[src/rtl/redmule_z_collector.sv]
// redmule_z_collector: gathers Z columns from the row array into ping-pong tiles
// and drains each tile row by row over a valid/ready stream.
module redmule_z_collector #(
   // FpFormat follows fpnew_pkg::fp_format_e ordering (FP32, FP64, FP16, FP8, FP16ALT); default FP16
   parameter int unsigned FpFormat = 2,
   parameter int unsigned Width    = 4,
   parameter int unsigned Depth    = 4,
   localparam int unsigned BITW = (FpFormat == 0) ? 32 : (FpFormat == 1) ? 64 : (FpFormat == 3) ? 8 : 16,
   localparam int unsigned RowW = (Width > 1) ? $clog2(Width) : 1,
   localparam int unsigned ColW = ($clog2(Depth + 1) > 1) ? $clog2(Depth + 1) : 1
) (
   input  logic                        clk_i,
   input  logic                        rst_i,
   input  logic                        clear_i,
   input  logic                        in_valid_i,
   input  logic [Width-1:0][BITW-1:0]  in_data_i,
   input  logic                        in_last_i,
   output logic                        in_ready_o,
   output logic                        out_valid_o,
   output logic [Depth-1:0][BITW-1:0]  out_data_o,
   output logic [RowW-1:0]             out_row_o,
   output logic                        out_last_o,
   input  logic                        out_ready_i,
   output logic                        busy_o
);
   logic [1:0][Width-1:0][Depth-1:0][BITW-1:0] tile_q;
   logic [1:0]      full_q;
   logic            wr_q, rd_q;
   logic [ColW-1:0] col_q;
   logic [RowW-1:0] row_q;
   logic            cap, beat, close, drained;
   assign in_ready_o  = ~full_q[wr_q];
   assign out_valid_o = full_q[rd_q];
   assign out_data_o  = tile_q[rd_q][row_q];
   assign out_row_o   = row_q;
   assign drained     = row_q == RowW'(Width - 1);
   assign out_last_o  = drained;
   assign cap         = in_valid_i & in_ready_o;
   assign beat        = out_valid_o & out_ready_i;
   assign close       = in_last_i | (col_q == ColW'(Depth - 1));
   assign busy_o      = |full_q | (col_q != '0);
   always_ff @(posedge clk_i or posedge rst_i) begin
      if (rst_i) begin
         tile_q <= '0;
         full_q <= '0;
         wr_q   <= 1'b0;
         rd_q   <= 1'b0;
         col_q  <= '0;
         row_q  <= '0;
      end else if (clear_i) begin
         full_q <= '0;
         wr_q   <= 1'b0;
         rd_q   <= 1'b0;
         col_q  <= '0;
         row_q  <= '0;
      end else begin
         if (cap) begin
            // an early close zero-pads the unused trailing columns
            for (int r = 0; r < int'(Width); r++)
               for (int c = 0; c < int'(Depth); c++)
                  if (c == int'(col_q)) tile_q[wr_q][r][c] <= in_data_i[r];
                  else if (in_last_i && c > int'(col_q)) tile_q[wr_q][r][c] <= '0;
            if (close) begin
               full_q[wr_q] <= 1'b1;
               wr_q         <= ~wr_q;
               col_q        <= '0;
            end else col_q <= col_q + 1'b1;
         end
         if (beat) begin
            if (drained) begin
               full_q[rd_q] <= 1'b0;
               rd_q         <= ~rd_q;
               row_q        <= '0;
            end else row_q <= row_q + 1'b1;
         end
      end
   end
endmodule

[config.mk]
export PLATFORM = sky130hd
export DESIGN_NAME = redmule_z_collector
export DESIGN_NICKNAME = d
export VERILOG_FILES = /design/src/rtl/redmule_z_collector.sv
export SDC_FILE = /design/constraint.sdc
export NUM_CORES = 1
export LEC_CHECK = 0
export ABC_AREA = 0
export BUFFER_PORTS_ARGS = -buffer_cell sky130_fd_sc_hd__buf_4
export CORE_AREA = 2 2 204 257
export DETAILED_ROUTE_END_ITERATION = 16
export DIE_AREA = 0 0 206 259
export HOLD_SLACK_MARGIN = 0.02
export PLACE_DENSITY = 0.68
export RECOVER_POWER = 100
export SETUP_SLACK_MARGIN = 0.2
export SLEW_MARGIN = 0
export SYNTH_ARGS = -nofsm -noshare
export SYNTH_HDL_FRONTEND = slang
export SYNTH_SLANG_ARGS = --single-unit
[constraint.sdc]
create_clock -name clk_i -period 19.85 [get_ports clk_i]
set_clock_uncertainty 0.15 [all_clocks]
set_input_delay 0.9925 -clock clk_i [delete_from_list [all_inputs] [get_ports clk_i]]
set_output_delay 0.9925 -clock clk_i [all_outputs]
set_load 0.01 [all_outputs]
==> results.json, run 1 <==
{
  "status": "finished with violations",
  "violations": "max-capacitance violations, max-slew violations",
  "hold_viol_final": 0,
  "dr.pass1.iters": 7,
  "syn_inst": 1487,
  "fmax_ghz": 0.09400,
  "clock_path_buffers": 3,
  "grt_pass1_vias": 14970,
  "fill_cells": 4295,
  "core-area_um2": 50970,
  "antenna_found_initial": 9,
  "cp.arrival_ps": 10240,
  "track_usage_pct": 25.47,
  "rows": 93,
  "synth_seq_area_share_pct": 57.38,
  "mostFrequentLayoutCells": "dfrtp_1, a22o_1, mux4_2, buf_4, mux2_1",
  "rsz0062_at_grt": "false",
  "dpl.hpwl_mm": 41.25,
  "fin_crit_sh_pct": 53.59,
  "cts_buffers": 50,
  "yosysUniqueCellTypes": 32,
  "worst-path-max-fanout": 131,
  "remaining_drc_errors": 0,
  "instances_no_fill": 2213,
  "grt_util_met2_pct": 38.96,
  "p_leak_nw": 11.48,
  "grt-busiest-layer": "met2",
  "crit_type": "in -> async",
  "post_cts_buffers": 0,
  "overflow": 0,
  "grt_first_pass_wirelength_mm": 101.5,
  "crit_family": "buffers and inverters",
  "crit_start": "rst_i",
  "vdd_drop_max_v": 0.00006319,
  "crit_chain": "clkbuf_4, clkinvlp_2, clkbuf_1, clkbuf_1",
  "insertion_delay_ps": 560,
  "cts_htree_levels": 2,
  "via_count": 14460,
  "syn2layout_area_growth_pct": 11.87,
  "relSlewSlack_pct": -284.1,
  "power_density_nw_per_um2": 100.6,
  "place_congestion": 0.8436,
  "netlist_area_um2": 22720,
  "grtUsageMet3_pct": 5.812,
  "fp.dieW_um": 206,
  "wirelength_mm": 66.97,
  "vias_per_cell": 6.536,
  "gr-usage-met1_pct": 34.87,
  "worstReg2RegStart": "col_q[2]$_DFFE_PP0P_",
  "critPathLaunchType": "primary input",
  "die_area_um2": 53350,
  "placed_cells": 2123,
  "ys_ff_latch": 521,
  "critPathMaxStageDelay_ps": 3140,
  "multi_input_area_um2": 8851,
  "required_ps": 19450,
  "final_nets": 1586,
  "clkSinkCount": 521,
  "drive_above_1_share_pct": 27.43,
  "setup-violations-final": 0,
  "grt_max_degree": 132,
  "syn-mean-instance-area_um2": 15.28,
  "postCtsResizedCells": 0,
  "start_util_pct": 44.58,
  "period_minus_slack_ps": 10640,
  "final_core_util_pct": 49.87,
  "wl_per_cell_um": 30.26,
  "endpoint": "tile_q[128]$_DFFE_PP0P_",
  "crit_path_end_kind": "asynchronous set/reset pin",
  "slew_violations": 1074,
  "io_buffer_count": 139,
  "cp_num_cells": 4,
  "yosys_warnings": 0,
  "io_pins": 140,
  "placed_cell_area_um2": 24010,
  "worst_slew_pin_slew_ps": 5729,
  "cts_root_buffer": "clkbuf_16",
  "setup-tns-final_ps": 0,
  "ff_latch_area_um2": 13040,
  "critical-path-slowest-cell": "clkinvlp_2",
  "synth.net_count": 1563,
  "ff2ff_setup_slack_ps": 15230,
  "final_common_cell": "dfrtp_1",
  "path_buf_inv": 4,
  "r2r_cells": 5,
  "hold_path.class": "reg -> reg",
  "clk_pin_slew_ps": 60,
  "final_area_um2": 25420,
  "cap_violations": 17,
  "ant_nets": 0,
  "drt_iter0_markers": 1435,
  "die_h_um": 259,
  "cts_tree": "done",
  "rr_endpoint": "tile_q[160]$_DFFE_PP0P_",
  "hold_buffers": 0,
  "cp_common_cell": "clkbuf_1"
}
## synthesized netlist by cell type, drive strengths merged
| cell type | n | area, µm² |
|---|---|---|
| nor3b | 1 | 12.51 |
| nor2 | 8 | 35.03 |
| a22o | 384 | 3363 |
| or3 | 2 | 12.51 |
| a21oi | 5 | 25.02 |
| xor2 | 1 | 8.760 |
| clkbuf | 48 | 180.2 |
| nand3 | 5 | 25.02 |
| nor3 | 2 | 32.53 |
| a2bb2oi | 2 | 17.52 |
| a31o | 1 | 8.760 |
| mux2i | 1 | 10.01 |
| and2 | 2 | 12.51 |
| a31oi | 1 | 6.260 |
| mux2 | 193 | 2173 |
| nand2b | 4 | 25.02 |
| o21bai | 2 | 15.01 |
| a41o | 1 | 10.01 |
| inv | 7 | 26.28 |
| ha | 6 | 75.07 |
| and3 | 2 | 12.51 |
| dfrtp | 521 | 13040 |
| mux4 | 128 | 2883 |
| nand2 | 16 | 62.56 |
| a311o | 1 | 10.01 |
| buf | 142 | 634.4 |
| nor2b | 1 | 6.260 |
## worst min path at each step
stage | from | endpoint | slack [ps] | depth (start not counted)
2_1_floorplan | tile_q[192]$_DFFE_PP0P_ | tile_q[192]$_DFFE_PP0P_ | 310 | 1
3_3_place_gp | tile_q[206]$_DFFE_PP0P_ | tile_q[206]$_DFFE_PP0P_ | 320 | 1
3_5_place_dp | tile_q[192]$_DFFE_PP0P_ | tile_q[192]$_DFFE_PP0P_ | 330 | 1
4_1_cts | tile_q[192]$_DFFE_PP0P_ | tile_q[192]$_DFFE_PP0P_ | 340 | 1
5_1_grt | tile_q[117]$_DFFE_PP0P_ | tile_q[117]$_DFFE_PP0P_ | 350 | 1
6_report | tile_q[265]$_DFFE_PP0P_ | tile_q[265]$_DFFE_PP0P_ | 340 | 1
## layout make-up
type / instances / share of cell area, %
multi-input cells: 769 / 34.82
well taps: 665 / 3.274
flip-flops and latches: 521 / 51.29
clock inverters: 18 / 0.6843
clock buffers: 70 / 5.705
repair buffers: 161 / 4.091
diodes: 2 / 0.01969
inverters: 7 / 0.1083
## per-stage QoR
step / hold WS [ps] / worst slack (ps) / total power, mW
final: 335.6 / 9212 / 2.557
after global placement: 317.7 / 14950 / 1.605
after detailed placement: 325.5 / 14810 / 1.622
after floorplan: 308.7 / 4152 / 1.487
after CTS: 338.3 / 14290 / 2.576
after global routing: 350.2 / 7136 / 2.649
## per-layer routing
layer	part of all wire, %	wire, µm	vias up
met2	47	31430	624
met4	5.2	3512	12
li1	-	-	5785
met3	7.7	5131	149
met5	0.10	70	-
met1	40	26830	7894
## logic make-up after synthesis
family	share of synthesized area [%]
flip-flops	57.38
AO/OA/AOI/OAI	15.21
multiplexers	22.30
buffers and inverters	3.701
AND/OR/NAND/NOR	1.041
adder cells (fa/ha/maj)	0.3304
XOR/XNOR	0.03856
## state kept, by name, summed over array words and instances (netlist names)
signal,cells
tile_q,512
col_q,3
out_row_o,2
wr_q,1
rd_q,1
full_q,2
## power breakdown
| part | leakage, nW | switching (mW) | internal, mW | total (mW) |
|---|---|---|---|---|
| combinational | 3.70 | 0.158 | 0.176 | 0.334 |
| clock | 0.803 | 0.410 | 0.548 | 0.958 |
| sequential | 6.97 | 0.0761 | 1.19 | 1.27 |
| total | 11.5 | 0.644 | 1.91 | 2.56 |
## worst register-to-register path: stages, from the launching register on
cell and delay (ps):
dfrtp_1 450, nor3b_1 550, nand2_1 280, nor3_4 160
clkbuf_1 2460, a22o_1 520
Note: power is estimated with default switching activity, not from simulation.
==> inputs of run 2 (changes only) <==
PLACE_DENSITY = 0.7   (was 0.68)
clock period = 9.3 ns   (was 19.85 ns; I/O delays follow)
==> run 2 against run 1 <==
  * The flow still finishes with violations (max-capacitance violations, max-slew violations)
  * Register-to-register slack got worse by 11000 ps
  * Final area up 0.95%
  * Flip-flop and latch count is the same
  * Sequential share of layout area decreased by 0.48 points
  * Hold slack got worse by 290 ps
  * Clock-buffer cell count grew 4
  * Global-route usage down 0.39 points
  * Clock power up 120%
  * Sequential power rose by 110%
  * Non-clock buffer count up 12
  * Critical path depth shrank 1
  * Largest cell class unchanged
  * Largest power group unchanged
  * Highest routed layer unchanged
==> results.json, run 2 (synthesis results as in run 1) <==
{
  "postCtsResizedCells": 0,
  "status": "finished with violations",
  "grt_pass1_vias": 14940,
  "worst_slack_ps": 3301,
  "via_count": 14620,
  "reg.largest.list": "tile_q (512), col_q (3)",
  "fin_crit_sh_pct": 64.51,
  "critical-path-slowest-cell": "clkbuf_1",
  "setup-violations-final": 0,
  "total_power_mw": 5.525,
  "period_minus_slack_ps": 5999,
  "fmax_ghz": 0.1667,
  "worst_slew_pin_slew_ps": 4006,
  "hold_path.class": "in -> reg",
  "drt_iter0_markers": 1413,
  "required_ps": 8690,
  "placed_cells": 2123,
  "ant_nets": 0,
  "cts_root_buffer": "clkbuf_16",
  "cap_violations": 13,
  "drive_above_1_share_pct": 27.40,
  "wl_per_cell_um": 29.68,
  "final_common_cell": "dfrtp_1",
  "cp.arrival_ps": 5380,
  "clkSinkCount": 521,
  "ff2ff_setup_slack_ps": 4010,
  "vdd_drop_max_v": 0.0001413,
  "path_buf_inv": 2,
  "remaining_drc_errors": 0,
  "instances_no_fill": 2228,
  "die_area_um2": 53350,
  "violations": "max-capacitance violations, max-slew violations",
  "worstReg2RegStart": "col_q[2]$_DFFE_PP0P_",
  "syn2layout_area_growth_pct": 12.92,
  "insertion_delay_ps": 580,
  "hold_viol_final": 0,
  "p_leak_nw": 11.61,
  "crit_start": "out_row_o[1]$_DFFE_PP0P_",
  "place_congestion": 0.8150,
  "grt_max_degree": 207,
  "wirelength_mm": 66.12,
  "fp.dieW_um": 206,
  "final_area_um2": 25660,
  "core-area_um2": 50970,
  "endpoint": "out_data_o[29]",
  "start_util_pct": 44.58,
  "antenna_found_initial": 7,
  "pre_cts_slack_ps": 5605,
  "clk_pin_slew_ps": 70,
  "slew_violations": 773,
  "vias_per_cell": 6.560,
  "overflow": 0,
  "grt_first_pass_wirelength_mm": 99.78,
  "dpl.hpwl_mm": 41.00,
  "whs_ps": 43.06,
  "rr_endpoint": "tile_q[492]$_DFFE_PP0P_",
  "cts_tree": "done",
  "track_usage_pct": 25.09,
  "power_density_nw_per_um2": 215.3,
  "crit_type": "reg -> out",
  "critPathLaunchType": "register",
  "setup-tns-final_ps": 0,
  "placed_cell_area_um2": 24040,
  "hold_buffers": 12,
  "cp_common_cell": "clkbuf_1",
  "critPathMaxStageDelay_ps": 2860,
  "final_nets": 1598,
  "io_pins": 140,
  "cts_htree_levels": 2,
  "rsz0062_at_grt": "false",
  "die_h_um": 259,
  "crit_family": "buffers and inverters",
  "crit_chain": "clkbuf_1, mux2_2, clkbuf_1",
  "rows": 93,
  "post_cts_buffers": 0,
  "mostFrequentLayoutCells": "dfrtp_1, a22o_1, mux4_2, buf_4, mux2_1",
  "crit_path_end_kind": "primary output",
  "cts_buffers": 50,
  "relSlewSlack_pct": -167.1,
  "r2r_cells": 5,
  "final_core_util_pct": 50.34,
  "io_buffer_count": 139,
  "largest_reg_flops": 512,
  "clock_path_buffers": 3,
  "worst-path-max-fanout": 52,
  "top_register": "tile_q",
  "cp_num_cells": 3,
  "dr.pass1.iters": 5
}
[run 2: cell count changes in the layout (fill, tap and decap cells not counted), moves of 3 or more]
cell / previous run / this run
dlygate4sd3_1: 0 / 12
clkbuf_1: 56 / 49
clkbuf_8: 6 / 13
mux2_1: 104 / 109
mux2_2: 89 / 84
buf_4: 115 / 119
clkbuf_16: 53 / 50
clkinv_2: 12 / 9
[run 2: worst reg2reg max path, cell delays in order (launching register included)]
cell and delay (ps):
dfrtp_1 440, nor3b_1 580, nand2_1 230, nor2_1 2050, clkbuf_1 1430, a22o_1 320
[run 2: worst min path at each step]
stage / to / slack (ps) / startpoint / depth (start not counted)
3_5_place_dp: tile_q[349]$_DFFE_PP0P_ / 330 / tile_q[349]$_DFFE_PP0P_ / 1
4_1_cts: tile_q[366]$_DFFE_PP0P_ / 20 / in_data_i[30] / 2
6_report: tile_q[38]$_DFFE_PP0P_ / 40 / in_data_i[6] / 2
2_1_floorplan: tile_q[192]$_DFFE_PP0P_ / 310 / tile_q[192]$_DFFE_PP0P_ / 1
5_1_grt: tile_q[42]$_DFFE_PP0P_ / 40 / in_data_i[10] / 2
3_3_place_gp: tile_q[201]$_DFFE_PP0P_ / 320 / tile_q[201]$_DFFE_PP0P_ / 1
[run 2: layout make-up]
type                       count  area (µm²)
tap                          665       832.0
multi-input combinational    769        8841
timing repair buffer         173        1209
clock buffer                  74        1471
fill                        4242       25310
inverter                       7       27.53
sequential                   521       13040
clock inverter                18       236.5
antenna                        1       2.502
[run 2: routing by layer]
| metal | share of wire [%] | track usage, % | vias to the layer above |
|---|---|---|---|
| li1 | - | - | 5829 |
| met1 | 40 | 34.46 | 8007 |
| met2 | 48 | 39.47 | 639 |
| met3 | 7.3 | 5.260 | 128 |
| met4 | 4.1 | 9.464 | 12 |
| met5 | 0.10 | 0 | - |
[run 2: report_power, final]
part	total [mW]	internal, mW	switching (mW)
Combinational	0.721	0.377	0.344
Sequential	2.69	2.54	0.150
Clock	2.12	1.24	0.881
==> inputs of run 3 (changes only) <==
ABC_AREA = 1   (was 0)
CORE_AREA = 2 2 220 276   (was 2 2 204 257)
DIE_AREA = 0 0 222 278   (was 0 0 206 259)
PLACE_DENSITY = 0.67   (was 0.7)
clock period = 6 ns   (was 9.3 ns; I/O delays follow)
==> run 3 against run 2 <==
  * The flow still finishes with violations (max-capacitance violations, max-slew violations)
  * Combinational power increased by 150%
  * Register-to-register slack got worse by 2800 ps
  * Via count increased by 73%
  * Flip-flop and latch count unchanged
  * Hold slack improved by 88 ps
  * Final area increased by 16%
  * Critical path type is now reg -> reg
  * Largest power group unchanged
==> results.json, run 3 <==
{
  "cts_buffers": 52,
  "status": "finished with violations",
  "synth_seq_area_share_pct": 49.48,
  "relSlewSlack_pct": -79.10,
  "io_buffer_count": 139,
  "io_pins": 140,
  "die_h_um": 278,
  "crit_chain": "clkinvlp_2, nand2_1, nor2_1, nand2_1, o21ai_0",
  "yosysUniqueCellTypes": 24,
  "synthArstFlopShare_pct": 100.0,
  "track_usage_pct": 30.68,
  "antenna_found_initial": 1,
  "largest_reg_flops": 512,
  "top_register": "tile_q",
  "fmax_ghz": 0.2095,
  "diodes": 0,
  "cts_root_buffer": "clkbuf_16",
  "ff_latch_area_um2": 13040,
  "hold_viol_final": 0,
  "instances_no_fill": 4450,
  "syn-mean-instance-area_um2": 7.291,
  "drive_above_1_share_pct": 5.753,
  "clkSinkCount": 521,
  "yosys_warnings": 0,
  "grt_pass1_vias": 23820,
  "wl_per_cell_um": 21.32,
  "remaining_drc_errors": 0,
  "ant_nets": 0,
  "ys_ff_latch": 521,
  "fill_cells": 5855,
  "placed_cells": 4287,
  "cts_tree": "done",
  "violations": "max-capacitance violations, max-slew violations",
  "post-synth-top-count-cell": "nand2_1",
  "place_congestion": 0.8426,
  "start_util_pct": 44.52,
  "setup-violations-final": 0,
  "worst_slew_pin_slew_ps": 2686,
  "cp_common_cell": "nand2_1",
  "die_area_um2": 61720,
  "rows": 100,
  "syn_inst": 3614,
  "netlist_area_um2": 26350,
  "grt_first_pass_wirelength_mm": 146.0,
  "fp.dieW_um": 222,
  "required_ps": 6230,
  "power_density_nw_per_um2": 320.2,
  "final_common_cell": "nand2_1",
  "wirelength_mm": 94.89,
  "vdd_drop_max_v": 0.0002255,
  "p_leak_nw": 15.24,
  "netlist.area_leader.share_pct": 49.48,
  "final_nets": 3721,
  "rsz0062_at_grt": "false",
  "critPathLaunchType": "register",
  "core-area_um2": 59180,
  "postCtsResizedCells": 0,
  "synthTopCellsByCount": "nand2_1, o21ai_0, dfrtp_1",
  "clock_path_buffers": 3,
  "syn2layout_area_growth_pct": 12.81,
  "insertion_delay_ps": 600,
  "vias_per_cell": 5.679,
  "post_cts_buffers": 0,
  "cap_violations": 11,
  "setup-tns-final_ps": 0,
  "crit_type": "reg -> reg",
  "hold_buffers": 69,
  "period_minus_slack_ps": 4774,
  "hold_path.class": "in -> reg",
  "fin_crit_sh_pct": 79.57,
  "dr.pass1.iters": 6,
  "reg.largest.list": "tile_q (512), col_q (3)",
  "crit_path_end_kind": "register",
  "cp.arrival_ps": 5000,
  "via_count": 25270,
  "multi_input_area_um2": 11460,
  "grt_max_degree": 171,
  "dpl.hpwl_mm": 58.65,
  "synth.net_count": 3690,
  "synth_area_leaders": "dfrtp_1, nand2_1, o21ai_0",
  "yosysTopAreaCell": "dfrtp_1",
  "drt_iter0_markers": 3017,
  "cts_htree_levels": 2,
  "worst-path-max-fanout": 64,
  "overflow": 0,
  "slew_violations": 793,
  "synth_edf_count": 0,
  "clk_pin_slew_ps": 60,
  "critical-path-slowest-cell": "nand2_1",
  "mostFrequentLayoutCells": "nand2_1, o21ai_0, dfrtp_1, nand3_1, nor2_1",
  "synth_top_flop_cell": "dfrtp_1",
  "critPathMaxStageDelay_ps": 1860
}
run 3: changes by cell type in the layout (fill, tap and decap cells not counted), moves of 93 or more:
cell	before	now
nand2_1	13	1274
o21ai_0	0	552
a22o_1	384	0
nand3_1	3	328
nor2_1	8	296
inv_1	6	174
mux4_2	128	0
mux2_1	109	0
a21oi_1	5	98
run 3: cells by family after synthesis:
logic type	after synthesis	share of synthesized area, %
AOI/OAI and AO/OA	722	14.11
adders and majority gates	6	0.2849
buffers and inverters	452	7.142
DFF	521	49.48
and+or+nand+nor	1913	28.98
run 3: power breakdown:
group / leakage [nW] / internal [mW] / total (mW) / switching [mW]
logic: 7.41 / 0.510 / 1.77 / 1.26
clock network: 0.859 / 1.99 / 3.46 / 1.47
registers: 6.97 / 4.01 / 4.29 / 0.275
run 3: final timing paths:
| kind | endpoint | startpoint | slack, ps | cells after the start |
|---|---|---|---|---|
| worst min-delay path | tile_q[416]$_DFFE_PP0P_ | in_last_i | 130 | 6 |
| worst min register to register | tile_q[210]$_DFFE_PP0P_ | tile_q[210]$_DFFE_PP0P_ | 320 | 2 |
| worst max-delay path | tile_q[51]$_DFFE_PP0P_ | wr_q$_DFFE_PP0P_ | 1230 | 5 |
| worst max register to register | tile_q[51]$_DFFE_PP0P_ | wr_q$_DFFE_PP0P_ | 1230 | 5 |
| max in group asynchronous | tile_q[349]$_DFFE_PP0P_ | rst_i | 1850 | 4 |
| min in group asynchronous | tile_q[35]$_DFFE_PP0P_ | rst_i | 560 | 3 |
run 3: metal layers:
metal / up-vias / global-route usage (%) / routed length, µm
met5: - / 0 / 13
met4: 2 / 21.85 / 7294
met3: 246 / 3.896 / 7075
met2: 1205 / 47.99 / 43150
met1: 12150 / 39.60 / 37350
li1: 11670 / - / -
run 3: layout make-up:
class                           count  share of cell area (%)
Clock buffer                       79                   5.060
Sequential cell                   521                   43.88
Inverter                          181                   2.319
Multi-Input combinational cell   2641                   38.57
Timing Repair Buffer              248                   6.070
Tap cell                          765                   3.220
Clock inverter                     15                  0.8882
run 3: per-stage QoR:
stage	power [mW]	hold slack (ps)	utilization, %	setup slack [ps]	instance area, µm²
floorplan	5.355	271.0	-	-1528	26350
global placement	6.106	297.7	46.65	2682	27610
detailed placement	6.131	303.1	46.65	2612	27610
CTS	9.610	102.8	50.80	1992	30070
global route	9.934	168.9	50.22	995.0	29720
finish	9.518	131.4	50.22	1226	29720
run 3: worst max-delay path, delay by kind of cell, from the launching register on:
family,cells,cell delay [ps]
AO/OA/AOI/OAI,1,300
buffers and inverters,1,460
flip-flops,1,1320
AND/OR/NAND/NOR,3,2180
